--- src/rtl/net_arb_pkg.sv ---
// Shared types and constants for the network owner-switch sequencer.
// Channel order on the O side is txc, txd, rxd, rxs.
package net_arb_pkg;

    typedef enum logic [1:0] {
        IDLE,
        DRAIN,
        RESET,
        SETTLE
    } state_t;

    localparam int CH_TXC = 0;
    localparam int CH_TXD = 1;
    localparam int CH_RXD = 2;
    localparam int CH_RXS = 3;

    localparam logic OWNER_T = 1'b1;
    localparam logic OWNER_U = 1'b0;

    function automatic int max3(int a, int b, int c);
        int m;
        m = (a > b) ? a : b;
        return (m > c) ? m : c;
    endfunction

endpackage

--- src/rtl/net_owner_switch_seq_if.sv ---
// Control and O-side observation bundle of the owner-switch sequencer.
// The slave side is the sequencer; the master side is the control path.
interface net_owner_switch_seq_if #(
    parameter int NCH = 4
);
    logic           req_valid;
    logic           req_owner;
    logic           req_ready;
    logic [NCH-1:0] ch_tvalid;
    logic [NCH-1:0] ch_tready;
    logic [NCH-1:0] ch_tlast;
    logic [NCH-1:0] gate;
    logic           trusted;
    logic           nic_resetn;
    logic           busy;
    logic           done;
    logic           timeout_err;
    logic           err_clr;

    modport slave (
        input  req_valid, req_owner, err_clr,
        input  ch_tvalid, ch_tready, ch_tlast,
        output req_ready, gate, trusted, nic_resetn,
        output busy, done, timeout_err
    );

    modport master (
        output req_valid, req_owner, err_clr,
        output ch_tvalid, ch_tready, ch_tlast,
        input  req_ready, gate, trusted, nic_resetn,
        input  busy, done, timeout_err
    );

endinterface

--- src/rtl/net_pkt_tracker.sv ---
// Per-channel open-packet flag: set by a non-last beat, cleared by a last
// beat or by the sequencer while the NIC is held in reset.
module net_pkt_tracker (
    input  logic S_CLK,
    input  logic S_ARESETN,
    input  logic i_hs,
    input  logic i_last,
    input  logic i_clr,
    output logic o_in_pkt
);

    logic r_in_pkt;

    always_ff @(posedge S_CLK or negedge S_ARESETN) begin
        if (!S_ARESETN) begin
            r_in_pkt <= 1'b0;
        end else if (i_clr) begin
            r_in_pkt <= 1'b0;
        end else if (i_hs) begin
            r_in_pkt <= !i_last;
        end
    end

    assign o_in_pkt = r_in_pkt;

endmodule

--- src/rtl/net_owner_switch_seq.sv ---
// Hands the shared NIC between trusted and untrusted domains: drain open
// packets, hold NIC reset, flip the owner select, settle, release.
module net_owner_switch_seq
    import net_arb_pkg::*;
#(
    parameter int NCH           = 4,
    parameter int DRAIN_TIMEOUT = 1024,
    parameter int RST_CYCLES    = 16,
    parameter int SETTLE_CYCLES = 8,
    parameter int RESET_OWNER   = 1
) (
    input  logic                  S_CLK,
    input  logic                  S_ARESETN,
    net_owner_switch_seq_if.slave bus
);

    localparam int CNT_MAX = max3(DRAIN_TIMEOUT, RST_CYCLES, SETTLE_CYCLES);
    localparam int CW      = $clog2(CNT_MAX + 1);

    localparam logic [CW-1:0] DRAIN_LAST  = CW'(DRAIN_TIMEOUT - 1);
    localparam logic [CW-1:0] RST_LAST    = CW'(RST_CYCLES - 1);
    localparam logic [CW-1:0] SETTLE_LAST = CW'(SETTLE_CYCLES - 1);
    localparam logic          OWNER_RST   = (RESET_OWNER != 0) ? OWNER_T : OWNER_U;

    state_t         r_state;
    state_t         w_state_nxt;
    logic [CW-1:0]  r_cnt;
    logic           r_tgt;
    logic           r_trusted;
    logic           r_err;
    logic           r_done;
    logic           r_up;
    logic           w_done_nxt;
    logic           w_err_set;
    logic           w_latch;
    logic           w_flip;
    logic           w_clr;
    logic [NCH-1:0] w_in_pkt;
    logic [NCH-1:0] w_hs;
    logic [NCH-1:0] w_gate;

    assign w_hs  = bus.ch_tvalid & bus.ch_tready & ~w_gate;
    assign w_clr = (r_state == RESET);

    for (genvar i = 0; i < NCH; i++) begin : g_trk
        net_pkt_tracker u_trk (
            .S_CLK    (S_CLK),
            .S_ARESETN(S_ARESETN),
            .i_hs     (w_hs[i]),
            .i_last   (bus.ch_tlast[i]),
            .i_clr    (w_clr),
            .o_in_pkt (w_in_pkt[i])
        );
    end

    always_comb begin
        w_state_nxt = r_state;
        w_done_nxt  = 1'b0;
        w_err_set   = 1'b0;
        w_latch     = 1'b0;
        w_flip      = 1'b0;
        unique case (r_state)
            IDLE: begin
                if (bus.req_valid) begin
                    if (bus.req_owner == r_trusted) begin
                        w_done_nxt = 1'b1;
                    end else begin
                        w_latch     = 1'b1;
                        w_state_nxt = DRAIN;
                    end
                end
            end
            DRAIN: begin
                if (w_in_pkt == '0) begin
                    w_state_nxt = RESET;
                end else if (r_cnt == DRAIN_LAST) begin
                    w_err_set   = 1'b1;
                    w_state_nxt = RESET;
                end
            end
            RESET: begin
                if (r_cnt == RST_LAST) begin
                    w_flip      = 1'b1;
                    w_state_nxt = SETTLE;
                end
            end
            SETTLE: begin
                if (r_cnt == SETTLE_LAST) begin
                    w_done_nxt  = 1'b1;
                    w_state_nxt = IDLE;
                end
            end
        endcase
    end

    // Gates stay shut until the first clock after reset release.
    always_comb begin
        w_gate = '1;
        if (r_up) begin
            unique case (r_state)
                IDLE:    w_gate = '0;
                DRAIN:   w_gate = ~w_in_pkt;
                default: w_gate = '1;
            endcase
        end
    end

    always_ff @(posedge S_CLK or negedge S_ARESETN) begin
        if (!S_ARESETN) begin
            r_state   <= IDLE;
            r_cnt     <= '0;
            r_tgt     <= OWNER_RST;
            r_trusted <= OWNER_RST;
            r_err     <= 1'b0;
            r_done    <= 1'b0;
            r_up      <= 1'b0;
        end else begin
            r_state <= w_state_nxt;
            r_done  <= w_done_nxt;
            r_up    <= 1'b1;
            if (w_state_nxt != r_state || r_state == IDLE) begin
                r_cnt <= '0;
            end else begin
                r_cnt <= r_cnt + CW'(1);
            end
            if (w_latch) begin
                r_tgt <= bus.req_owner;
            end
            if (w_flip) begin
                r_trusted <= r_tgt;
            end
            if (w_err_set) begin
                r_err <= 1'b1;
            end else if (bus.err_clr) begin
                r_err <= 1'b0;
            end
        end
    end

    assign bus.req_ready   = (r_state == IDLE);
    assign bus.busy        = (r_state != IDLE);
    assign bus.gate        = w_gate;
    assign bus.trusted     = r_trusted;
    assign bus.nic_resetn  = r_up && (r_state != RESET);
    assign bus.done        = r_done;
    assign bus.timeout_err = r_err;

endmodule

--- src/flat_wrapper.sv ---
// flat-port wrapper written by rule: the top's interface ports become plain ports
module net_owner_switch_seq_flat import net_arb_pkg::*;
#(
    parameter int NCH           = 4,
    parameter int DRAIN_TIMEOUT = 1024,
    parameter int RST_CYCLES    = 16,
    parameter int SETTLE_CYCLES = 8,
    parameter int RESET_OWNER   = 1
)
  (S_CLK, S_ARESETN, bus_req_valid, bus_req_owner, bus_err_clr, bus_ch_tvalid, bus_ch_tready, bus_ch_tlast, bus_req_ready, bus_gate, bus_trusted, bus_nic_resetn, bus_busy, bus_done, bus_timeout_err);
  net_owner_switch_seq_if #(.NCH(NCH)) bus_i ();
  input  logic S_CLK;
  input  logic S_ARESETN;
  input wire logic [$bits(bus_i.req_valid)-1:0] bus_req_valid;
  input wire logic [$bits(bus_i.req_owner)-1:0] bus_req_owner;
  input wire logic [$bits(bus_i.err_clr)-1:0] bus_err_clr;
  input wire logic [$bits(bus_i.ch_tvalid)-1:0] bus_ch_tvalid;
  input wire logic [$bits(bus_i.ch_tready)-1:0] bus_ch_tready;
  input wire logic [$bits(bus_i.ch_tlast)-1:0] bus_ch_tlast;
  output wire logic [$bits(bus_i.req_ready)-1:0] bus_req_ready;
  output wire logic [$bits(bus_i.gate)-1:0] bus_gate;
  output wire logic [$bits(bus_i.trusted)-1:0] bus_trusted;
  output wire logic [$bits(bus_i.nic_resetn)-1:0] bus_nic_resetn;
  output wire logic [$bits(bus_i.busy)-1:0] bus_busy;
  output wire logic [$bits(bus_i.done)-1:0] bus_done;
  output wire logic [$bits(bus_i.timeout_err)-1:0] bus_timeout_err;
  assign bus_i.req_valid = bus_req_valid;
  assign bus_i.req_owner = bus_req_owner;
  assign bus_i.err_clr = bus_err_clr;
  assign bus_i.ch_tvalid = bus_ch_tvalid;
  assign bus_i.ch_tready = bus_ch_tready;
  assign bus_i.ch_tlast = bus_ch_tlast;
  assign bus_req_ready = bus_i.req_ready;
  assign bus_gate = bus_i.gate;
  assign bus_trusted = bus_i.trusted;
  assign bus_nic_resetn = bus_i.nic_resetn;
  assign bus_busy = bus_i.busy;
  assign bus_done = bus_i.done;
  assign bus_timeout_err = bus_i.timeout_err;
  net_owner_switch_seq #(.NCH(NCH), .DRAIN_TIMEOUT(DRAIN_TIMEOUT), .RST_CYCLES(RST_CYCLES), .SETTLE_CYCLES(SETTLE_CYCLES), .RESET_OWNER(RESET_OWNER)) u_core (.S_CLK(S_CLK), .S_ARESETN(S_ARESETN), .bus(bus_i));
endmodule
--- config.mk ---
export PLATFORM = sky130hd
export DESIGN_NAME = net_owner_switch_seq_flat
export DESIGN_NICKNAME = d
export VERILOG_FILES = /design/src/rtl/net_arb_pkg.sv /design/src/rtl/net_owner_switch_seq_if.sv /design/src/rtl/net_pkt_tracker.sv /design/src/rtl/net_owner_switch_seq.sv /design/src/flat_wrapper.sv
export SDC_FILE = /design/constraint.sdc
export NUM_CORES = 1
export LEC_CHECK = 0
export ABC_AREA = 1
export BUFFER_PORTS_ARGS = -buffer_cell sky130_fd_sc_hd__buf_2
export CAP_MARGIN = 40
export CORE_MARGIN = 4
export CORE_UTILIZATION = 45
export CTS_CLUSTER_SIZE = 10
export DETAILED_ROUTE_END_ITERATION = 8
export HOLD_SLACK_MARGIN = 0.02
export PLACE_DENSITY = 0.68
export REMOVE_ABC_BUFFERS = 1
export SLEW_MARGIN = 10
export SYNTH_ARGS = -nofsm -noshare
export SYNTH_HDL_FRONTEND = slang
export SYNTH_HIERARCHICAL = 1
export SYNTH_SLANG_ARGS = --single-unit
--- constraint.sdc ---
create_clock -name S_CLK -period 3.9 [get_ports S_CLK]
set_input_delay 0.39 -clock S_CLK [delete_from_list [all_inputs] [get_ports S_CLK]]
set_output_delay 0.39 -clock S_CLK [all_outputs]
set_load 0.03 [all_outputs]
==> results.md <==
* Clock root buffer: clkbuf_4
* Routed Antenna Nets at 0
* Post-CTS Resized at 0
* Worst r2r src: u_core/r_state[0]
* P_leak at roughly 0.75 nW
* Top cells by area, synth: dfrtp_1, nand2_1, nor2_2, nor2_1, inv_1
* Setup Buffers After CTS at 0
* Setup crit end: bus_gate[1]
* Buffer and inverter count on the worst path at 3
* CP Depth at 6
* Crit path required time at 3.51 ns
* Crit path max-delay cell type: dfrtp_1
* Post-synth ARST share at 100%
* Max Slew Vio Count at 0
* Status: complete, no violations
* DRC viols at 0
* Sw power at 406 µW
* Synth Instances at 169
* First-pass GRT wire length at 4580 µm
* Post-CTS Hold Buffers at 0
* DP HPWL at 2000 µm
* Total wire length at 2480 µm
* Clk pin slew, worst setup/hold paths at 0.12 ns
* Post-Syn Area at approximately 0.0013 mm²
* Post-synth EDFFs at 0
* Diode count at 0
* Flop2flop setup slack at 1.92 ns
* # Max-Cap Violations at 0
* Internal power at 459 µW
* Clk Latency, worst-skew pair at 0.30 ns
* Buffers on Ports at 26
* Num CTS Buffers at 3
* Placed cell areas at between 0.001 and 0.0015 mm²
* Sequential share of power at between 30 and 40%
* First-iteration detailed-routing DRC count at 21
* GR Overflow Total at 0
* Largest net degree at the start of global routing at 23
* Critical path capture point type: output pin
* Hold crit path type: input pin to async pin
* Via count at 1079
* Cell Chain, Critical Path: inv_1, ha_1, inv_1, a21oi_1, o21ai_0, buf_2
* Fin crit period at 2.33 ns
* DIE HEIGHT at 62.1 µm
* Final setup violation count at 0
* Post-Syn Area per Cell at approximately 8 µm²
* Reg2reg end: u_core/r_cnt[3]
* Logic pwr share at 50.5%
* Crit path kind: flip-flop to output pin
* Max stage delay on crit path at about 0.47 ns
* Deepest level of the CTS H-tree at 1
* Die width at 62.1 µm
* Clock power share at 14.0%
* Max Clk Rate at approximately 430 MHz
* RSZ-0062 raised after global routing: false
* Layout cell share with drive strength beyond 1 at 28.3%
* Io pins at 27
* Family with the most delay on the worst path: buffers and inverters
* Yosys top cell area share at 38.0%
* Cell taking the most area after synthesis: dfrtp_1
* Wirelength per Cell at 10.8 µm
* Gpl congestion at 0.803
* Site Rows at 19
* Period utilization at 59.8%
* Pwr per Cell Area at 572 mW/mm²
* Initial antenna violation count at 0
* Synth cell types at 22
* Ys Warns at 6
* CTS tree: done
* Fin util at 54.4%
* Die Area at between 0.003 and 0.004 mm²
* Final net count at 221
* Starting Density at 47.4%
* Sequential fraction of the synthesis area at 41.9%
* Cell mode on critical path: inv_1
* Clock Skew at 0.00759 ns
* Startpoint Class: flip-flop
* Overall routing resource usage at 13.9%
* Vias in the first global route at 1079
* R2R depth at 9
* Worst VDD drop at 0.421 mV
* Most frequent cell after synthesis: nand2_1
* Final Hold Viols at 0
* Number of synthesized register bits at 22
* Final Cell Area at roughly 0.0015 mm²
* Core area at 0.00278 mm²
* Area Growth Syn to Fin at 14.7%
* WP data arrival at approximately 1.9 ns
* Vias per cell at 4.71
* Clock sink count at 22
* Post-synth top cells: nand2_1, nor2_1, inv_1
* Synth Flop Type: dfrtp_1
* Max FO, Critical Path at 7
* Critical path origin: u_core/r_state[0]
* Sw frac at a little under half
* First-pass iteration count of the detailed router at 4
* Setup TNS at 0 ns
* CTS Buffer Depth at 2
-- cell families (layout without fill, tap and decap cells) --
logic type,count (synthesis),after routing,share of synthesized area [%]
AOI/OAI and AO/OA,14,14,5.50
xor gates and xnor gates,9,9,5.98
adders and majority gates,5,5,4.74
buffers and inverters,25,54,7.68
DFF,22,22,41.9
other,1,1,0.284
and+or+nand+nor,93,93,33.9
-- per-stage QoR --
step / hold slack, ns / power (mW) / worst slack, ns / std cells
after detailed placement: 0.386 / 0.755 / 1.89 / 225
after global routing: 0.0675 / 0.945 / 1.32 / 229
after floorplan: 0.0944 / 0.641 / 1.49 / 168
after global placement: 0.385 / 0.741 / 1.97 / 225
final: 0.0341 / 0.865 / 1.57 / 229
after CTS: 0.0416 / 0.879 / 1.56 / 229
-- routing by layer --
layer / share of wire [%] / track usage, %
met1: 43 / 15.4
met2: 50 / 25.9
met3: 6.2 / 3.24
met4: 0.93 / 3.79
met5: 0 / 0
-- power groups by stage --
stage / logic (mW) / registers, mW / clock network, mW
after floorplan: 0.336 / 0.305 / 0
after global placement: 0.433 / 0.308 / 0
after detailed placement: 0.443 / 0.312 / 0
after CTS: 0.444 / 0.307 / 0.128
after global routing: 0.495 / 0.315 / 0.135
final: 0.437 / 0.307 / 0.121
-- worst min path at each step --
stage	slack, ns	to	start	cells after the start
6_report	0.03	u_core/g_trk[3].u_trk/o_in_pkt	S_ARESETN	1
5_1_grt	0.07	u_core/g_trk[3].u_trk/o_in_pkt	S_ARESETN	1
4_1_cts	0.04	u_core/g_trk[3].u_trk/o_in_pkt	S_ARESETN	1
3_5_place_dp	0.39	u_core/g_trk[3].u_trk/o_in_pkt	S_ARESETN	1
3_3_place_gp	0.39	u_core/g_trk[3].u_trk/o_in_pkt	S_ARESETN	1
2_1_floorplan	0.09	u_core/bus.done	S_ARESETN	0
-- worst reg2reg max path: stages (launching register included) --
cell	delay, ns
dfrtp_1	0.48
inv_1	0.13
ha_1	0.29
nand2_1	0.09
nor2_1	0.07
a21oi_1	0.23
nand2_2	0.10
nand2_1	0.07
nand3_2	0.27
nor2_2	0.19
-- state kept, by name, indices dropped and copies added (netlist names) --
name                         count
u_core/r_up                      1
u_core/bus.timeout_err           1
u_core/r_cnt                    11
u_core/bus.trusted               1
u_core/g_trk.u_trk/o_in_pkt      4
u_core/r_state                   2
u_core/bus.done                  1
u_core/r_tgt                     1
-- area by class of cell --
class                           instances  area (µm²)
Clock buffer                            4        36.3
Fill cell                             281        1270
Inverter                               24        90.1
Multi-Input combinational cell        122         664
Sequential cell                        22         553
Tap cell                               31        38.8
Timing Repair Buffer                   26         130
-- cell usage in the layout, fill, tap and decap left out --
| cell | n |
|---|---|
| ha_1 | 5 |
| nand2_2 | 3 |
| o21ai_0 | 8 |
| and3_1 | 1 |
| nand2_1 | 33 |
| nand3_2 | 4 |
| dfrtp_1 | 20 |
| a211oi_1 | 1 |
| xor2_1 | 7 |
| xnor2_1 | 2 |
| conb_1 | 1 |
| buf_2 | 26 |
| nor2_1 | 24 |
| nor2_4 | 1 |
| inv_2 | 1 |
| nor2_2 | 15 |
| a21oi_1 | 5 |
| dfstp_2 | 2 |
| nor3_1 | 1 |
| nand3_1 | 9 |
| inv_1 | 23 |
| nand4_1 | 2 |
| clkbuf_4 | 3 |
| clkbuf_8 | 1 |
No activity file was read; power rests on OpenSTA's default activity.
